`config.mk`:
```
export PLATFORM = sky130hd
export DESIGN_NAME = grid_mem_piece_placer_top
export DESIGN_NICKNAME = d
export VERILOG_FILES = /design/src/rtl/grid_mem_piece_placer_top.sv
export SDC_FILE = /design/constraint.sdc
export NUM_CORES = 1
export LEC_CHECK = 0
export CAP_MARGIN = 15
export CORE_MARGIN = 2
export CORE_UTILIZATION = 50
export DETAILED_ROUTE_END_ITERATION = 8
export GPL_ROUTABILITY_DRIVEN = 0
export PLACE_DENSITY = 0.76
export SLEW_MARGIN = 25
export SYNTH_ARGS = -nofsm -noshare
export SYNTH_HDL_FRONTEND = slang
export SYNTH_SLANG_ARGS = --single-unit
```
`constraint.sdc`:
```
create_clock -name clk -period 2.4 [get_ports clk]
set_input_delay 0.24 -clock clk [delete_from_list [all_inputs] [get_ports clk]]
set_output_delay 0.24 -clock clk [all_outputs]
set_load 0.05 [all_outputs]
```
`src/rtl/grid_mem_piece_placer_top.sv`:
```
// 256x8 dual-port grid memory plus an FSM that stamps a 3x4 piece into a staging area.
// Latency: the reads on both ports are registered and return data 1 cycle after the address. Writes land 1-12 edges after en. placed rises after edge 12.
// Backpressure: none. Once started, a placement runs to completion unless placer_rst aborts it.
module grid_mem_piece_placer_top #(
  parameter int PIECE_BASE_ADDR = 240
) (
  input  logic       clk,
  input  logic       grid_rst,
  input  logic       placer_rst,
  input  logic       en,
  input  logic [7:0] read_addr,
  output logic       placed,
  output logic       we,
  output logic [7:0] write_addr,
  output logic [7:0] data,
  output logic [7:0] out_a,
  output logic [7:0] out_b,
  output logic [7:0] reg_1,
  output logic [7:0] reg_2,
  output logic [7:0] reg_3,
  output logic [7:0] reg_4
);

  localparam logic [7:0] BASE = PIECE_BASE_ADDR[7:0];
  localparam logic [3:0] LAST_IDX = 4'd11;

  typedef enum logic [1:0] {IDLE, WRITE, DONE} state_t;

  state_t     state_q, state_d;
  logic [3:0] idx_q, idx_d;
  logic [2:0] sel_q;
  logic       advance;
  logic [7:0] mem [256];

  logic       placed_d, we_d;
  logic [7:0] addr_d, data_d, r1_d, r2_d, r3_d, r4_d;
  logic [15:0] cells;
  logic [7:0]  color;

  // Four ascending cell indices of each piece, packed MSB-first.
  function automatic logic [15:0] piece_cells(input logic [2:0] t);
    case (t)
      3'd1:    piece_cells = {4'd1, 4'd4, 4'd7, 4'd10};
      3'd2:    piece_cells = {4'd0, 4'd1, 4'd3, 4'd4};
      3'd3:    piece_cells = {4'd0, 4'd1, 4'd2, 4'd4};
      3'd4:    piece_cells = {4'd1, 4'd2, 4'd3, 4'd4};
      3'd5:    piece_cells = {4'd0, 4'd1, 4'd4, 4'd5};
      3'd6:    piece_cells = {4'd0, 4'd3, 4'd6, 4'd7};
      3'd7:    piece_cells = {4'd1, 4'd4, 4'd6, 4'd7};
      default: piece_cells = 16'hFFFF;
    endcase
  endfunction

  function automatic logic in_piece(input logic [15:0] c, input logic [3:0] i);
    in_piece = (c[15:12] == i) || (c[11:8] == i) || (c[7:4] == i) || (c[3:0] == i);
  endfunction

  assign cells = piece_cells(sel_q);
  assign color = {5'd0, sel_q};

  always_comb begin
    state_d  = state_q;
    idx_d    = idx_q;
    placed_d = placed;
    we_d     = we;
    addr_d   = write_addr;
    data_d   = data;
    r1_d     = reg_1;
    r2_d     = reg_2;
    r3_d     = reg_3;
    r4_d     = reg_4;
    advance  = 1'b0;
    case (state_q)
      IDLE: begin
        we_d = 1'b0;
        if (en) begin
          state_d = WRITE;
          idx_d   = 4'd0;
          we_d    = 1'b1;
          addr_d  = BASE;
          data_d  = in_piece(cells, 4'd0) ? color : 8'd0;
        end
      end
      WRITE: begin
        if (idx_q == LAST_IDX) begin
          state_d  = DONE;
          we_d     = 1'b0;
          addr_d   = 8'd0;
          data_d   = 8'd0;
          placed_d = 1'b1;
          r1_d     = BASE + {4'd0, cells[15:12]};
          r2_d     = BASE + {4'd0, cells[11:8]};
          r3_d     = BASE + {4'd0, cells[7:4]};
          r4_d     = BASE + {4'd0, cells[3:0]};
          advance  = 1'b1;
        end else begin
          idx_d  = idx_q + 4'd1;
          addr_d = BASE + {4'd0, idx_d};
          data_d = in_piece(cells, idx_d) ? color : 8'd0;
        end
      end
      DONE: begin
        we_d = 1'b0;
      end
      default: begin
        state_d = IDLE;
        we_d    = 1'b0;
      end
    endcase
  end

  always_ff @(posedge clk) begin
    if (placer_rst) begin
      state_q    <= IDLE;
      idx_q      <= 4'd0;
      placed     <= 1'b0;
      we         <= 1'b0;
      write_addr <= 8'd0;
      data       <= 8'd0;
      reg_1      <= 8'd0;
      reg_2      <= 8'd0;
      reg_3      <= 8'd0;
      reg_4      <= 8'd0;
    end else begin
      state_q    <= state_d;
      idx_q      <= idx_d;
      placed     <= placed_d;
      we         <= we_d;
      write_addr <= addr_d;
      data       <= data_d;
      reg_1      <= r1_d;
      reg_2      <= r2_d;
      reg_3      <= r3_d;
      reg_4      <= r4_d;
    end
  end

  // Selector steps only when a placement completes; an aborted placement keeps its piece.
  always_ff @(posedge clk) begin
    if (grid_rst) begin
      sel_q <= 3'b001;
    end else if (advance && !placer_rst) begin
      sel_q <= {sel_q[1:0], sel_q[2] ^ sel_q[1]};
    end
  end

  // Nonblocking reads sample the pre-write word, giving read-before-write.
  always_ff @(posedge clk) begin
    if (grid_rst) begin
      for (int i = 0; i < 256; i++) mem[i] <= 8'd0;
      out_a <= 8'd0;
      out_b <= 8'd0;
    end else begin
      if (we) mem[write_addr] <= data;
      out_a <= mem[write_addr];
      out_b <= mem[read_addr];
    end
  end

endmodule

```
==> flow_metrics.py <==
metrics = {
    "timing": {
        "slew_headroom_pct": 55.7,
        "timing.final.crit_share_pct": 95.9,
        "clock.fmax_ghz": 0.434,
        "finalCriticalPeriod_ns": 2.30,
        "finalHoldViolCount": 0,
        "worstMarginPinSlew_ns": 0.663,
        "fin_setup_tns_ns": 0,
        "finalMaxSlewViolations": 0,
        "worst_slack_ns": 0.0972,
        "setup_violations": 0,
        "skew_ns": 0.00713,
    },
    "placement": {
        "numPortBuffers": 62,
        "placed_area_mm2": 0.00818,
        "place_ws_ns": 0.0657,
        "hpwlAfterDp_mm": 12.6,
    },
    "global_routing": {
        "grtUsageTotal_pct": 23.2,
        "grt_pass1_wl_mm": 28.2,
        "grt_max_degree": 40,
        "grt_overflow": 0,
        "grt_antenna_before_repair": 0,
        "first_global_vias": 5240,
    },
    "die": {
        "design.die.area_mm2": 0.0161,
        "io_pins": 78,
        "start_util_pct": 51.5,
        "die_w_um": 127,
        "core_mm2": 0.0146,
        "die_height_um": 127,
        "rows": 44,
    },
    "critical_path": {
        "reg2reg_from": "sel_q[1]",
        "critPathArrivalTime_ns": 2.60,
        "start_kind": "flip-flop",
        "rrSetupSlack_ns": 0.1,
        "r2r_cells": 8,
        "crit_required_ns": 2.69,
        "cp_max_fo": 14,
        "r2r_end": "data[0]",
        "crit_type": "flip-flop to flip-flop",
        "endpoint_kind": "flip-flop",
    },
    "logic_synthesis": {
        "synth_commonest_cells": "and2_1 (98), edfxtp_1 (96), mux4_2 (60)",
        "synth_enable_flop_cells": 96,
        "ys_warn_count": 0,
        "synth_ff_type": "edfxtp_1",
        "yosysMostFrequentCell": "and2_1",
        "syn_inst": 624,
        "async_flop_share_pct": 0,
        "ys_ff_latch": 133,
        "synth_area_leaders": "edfxtp_1 (38%), mux4_2 (18%), dfxtp_1 (9.8%), and2_1 (8.1%), buf_4 (4.2%)",
        "synth_largest_area_cell": "edfxtp_1",
        "yosysSeqAreaShare_pct": 48.0,
        "avgSynthCellArea_um2": 12.1,
        "synth_top_area_share_pct": 38.2,
        "synth_cell_types": 44,
        "netlist_area_mm2": 0.00755,
    },
    "min_path": {
        "min-delay-start": "reg_4[3]",
        "min_path_type": "flip-flop to flip-flop",
        "min_to": "reg_4[3]",
        "hold_depth": 2,
    },
    "clocking": {
        "htree_levels": 4,
        "cts-root-buf": "clkbuf_16",
        "cts_sinks": 133,
        "tritoncts": "yes",
        "clk_latency_ns": 0.43,
        "clk_pin_slew_ns": 0.06,
        "cts_buffer_depth": 2,
        "cts.repair.resized": 0,
        "cts_buffers": 17,
        "cts_hold_buf": 0,
        "cts_post_setup_buffers_inserted": 0,
    },
    "power_and_ir_drop": {
        "peakVddDrop_mv": 0.517,
        "leakage_nw": 3.10,
        "powerDensity_mw_per_mm2": 663,
    },
    "cells_and_area": {
        "fin_area_mm2": 0.00883,
        "area_growth_pct": 17.0,
        "drive_above_1_share_pct": 24.0,
        "antenna_cells": 0,
        "utilization_pct": 60.3,
        "num-nets-final": 679,
    },
    "drt": {
        "viasPerCell": 5.96,
        "via_count": 5118,
        "dr.first_iter.drc_count": 428,
        "wl_per_cell_um": 20.7,
        "final_antenna_net_count": 0,
        "routed_wirelength_mm": 17.8,
        "drc": 0,
        "first_pass_iters": 5,
    },
    "run": {
        "max_cap_viol_count": 0,
    },
    "status": {
        "outcome": "completed",
    },
}
area by class of cell:
type | count | area, um2
Tap cell | 184 | 230
Sequential cell | 133 | 3630
Multi-Input combinational cell | 420 | 3510
Clock buffer | 17 | 425
Clock inverter | 15 | 188
Inverter | 4 | 15.0
Fill cell | 1116 | 5810
Timing Repair Buffer | 86 | 833
logic make-up (layout without fill, tap and decap cells):
| group | after synthesis | in the layout | share of synthesized area [%] |
|---|---|---|---|
| and+or+nand+nor | 268 | 268 | 19.7 |
| muxes | 66 | 66 | 18.7 |
| AOI/OAI and AO/OA | 50 | 50 | 4.28 |
| buffers and inverters | 85 | 122 | 6.63 |
| DFF | 133 | 133 | 48.0 |
| xor gates and xnor gates | 16 | 16 | 1.86 |
| other | 1 | 15 | 0.0497 |
| adders and majority gates | 5 | 5 | 0.829 |
worst max-delay path, stage by stage, from the launching register on:
cell and delay, ns:
dfxtp_1 0.33, buf_4 0.19, ha_1 0.29, nor3_2 0.31, a21oi_1 0.15, o211ai_1 0.25, a211oi_1 0.13, nor4_2 0.39
o22ai_1 0.14
routing by layer:
layer | vias to the layer above | GRT usage (%) | routed length [um]
li1 | 2289 | - | -
met1 | 2519 | 29.7 | 7100
met2 | 256 | 37.9 | 8820
met3 | 54 | 4.98 | 1290
met4 | 0 | 10.9 | 594
met5 | - | 0 | 0
cell usage in the layout, fill, tap and decap left out, drive strengths merged, types with 2 or more instances in the layout:
master,Yosys,routed
and2,98,98
edfxtp,96,96
mux4,60,60
clkdlybuf4s50,0,60
nor2,57,57
dfxtp,37,37
or2,33,33
buf,51,26
nand2,23,23
a21oi,19,19
clkbuf,30,17
conb,1,15
nor3,14,14
nand2b,12,12
xnor2,12,12
clkinv,0,11
a211oi,9,9
nand3,6,6
nor2b,6,6
mux2i,6,6
a22oi,5,5
nand3b,5,5
ha,5,5
nor3b,4,4
inv,4,4
xor2,4,4
o21ai,4,4
bufinv,0,4
o211ai,3,3
o22ai,3,3
and3b,2,2
a311oi,2,2
or3,2,2
nor4,2,2
power breakdown:
group | switching [mW] | internal, mW
logic | 0.314 | 0.251
registers | 0.0612 | 2.53
clock network | 0.972 | 1.72
worst max-delay path by stage:
stage / startpoint / to / slack, ns / cells after the start
2_1_floorplan: write_addr[1] / out_a[0] / 0.04 / 6
3_3_place_gp: read_addr[0] / out_b[2] / 0.12 / 6
3_5_place_dp: read_addr[0] / out_b[0] / 0.07 / 6
4_1_cts: sel_q[2] / data[2] / 0.05 / 8
5_1_grt: sel_q[1] / data[1] / -0.05 / 8
6_report: sel_q[1] / data[0] / 0.1 / 8
sequential cells by signal (all words and copies together) (netlist names):
signal / count
mem: 96
write_addr: 5
idx_q: 4
reg_4: 4
data: 3
out_a: 3
out_b: 3
reg_1: 3
reg_2: 3
reg_3: 3
sel_q: 3
state_q: 2
we: 1
through the flow:
step	hold WS [ns]	power (mW)	instances
floorplan	0.433	3.06	638
global placement	0.447	3.18	827
detailed placement	0.450	3.20	827
CTS	0.457	5.87	859
global route	0.481	6.00	859
finish	0.456	5.85	859
Note: power is estimated with default switching activity, not from simulation.
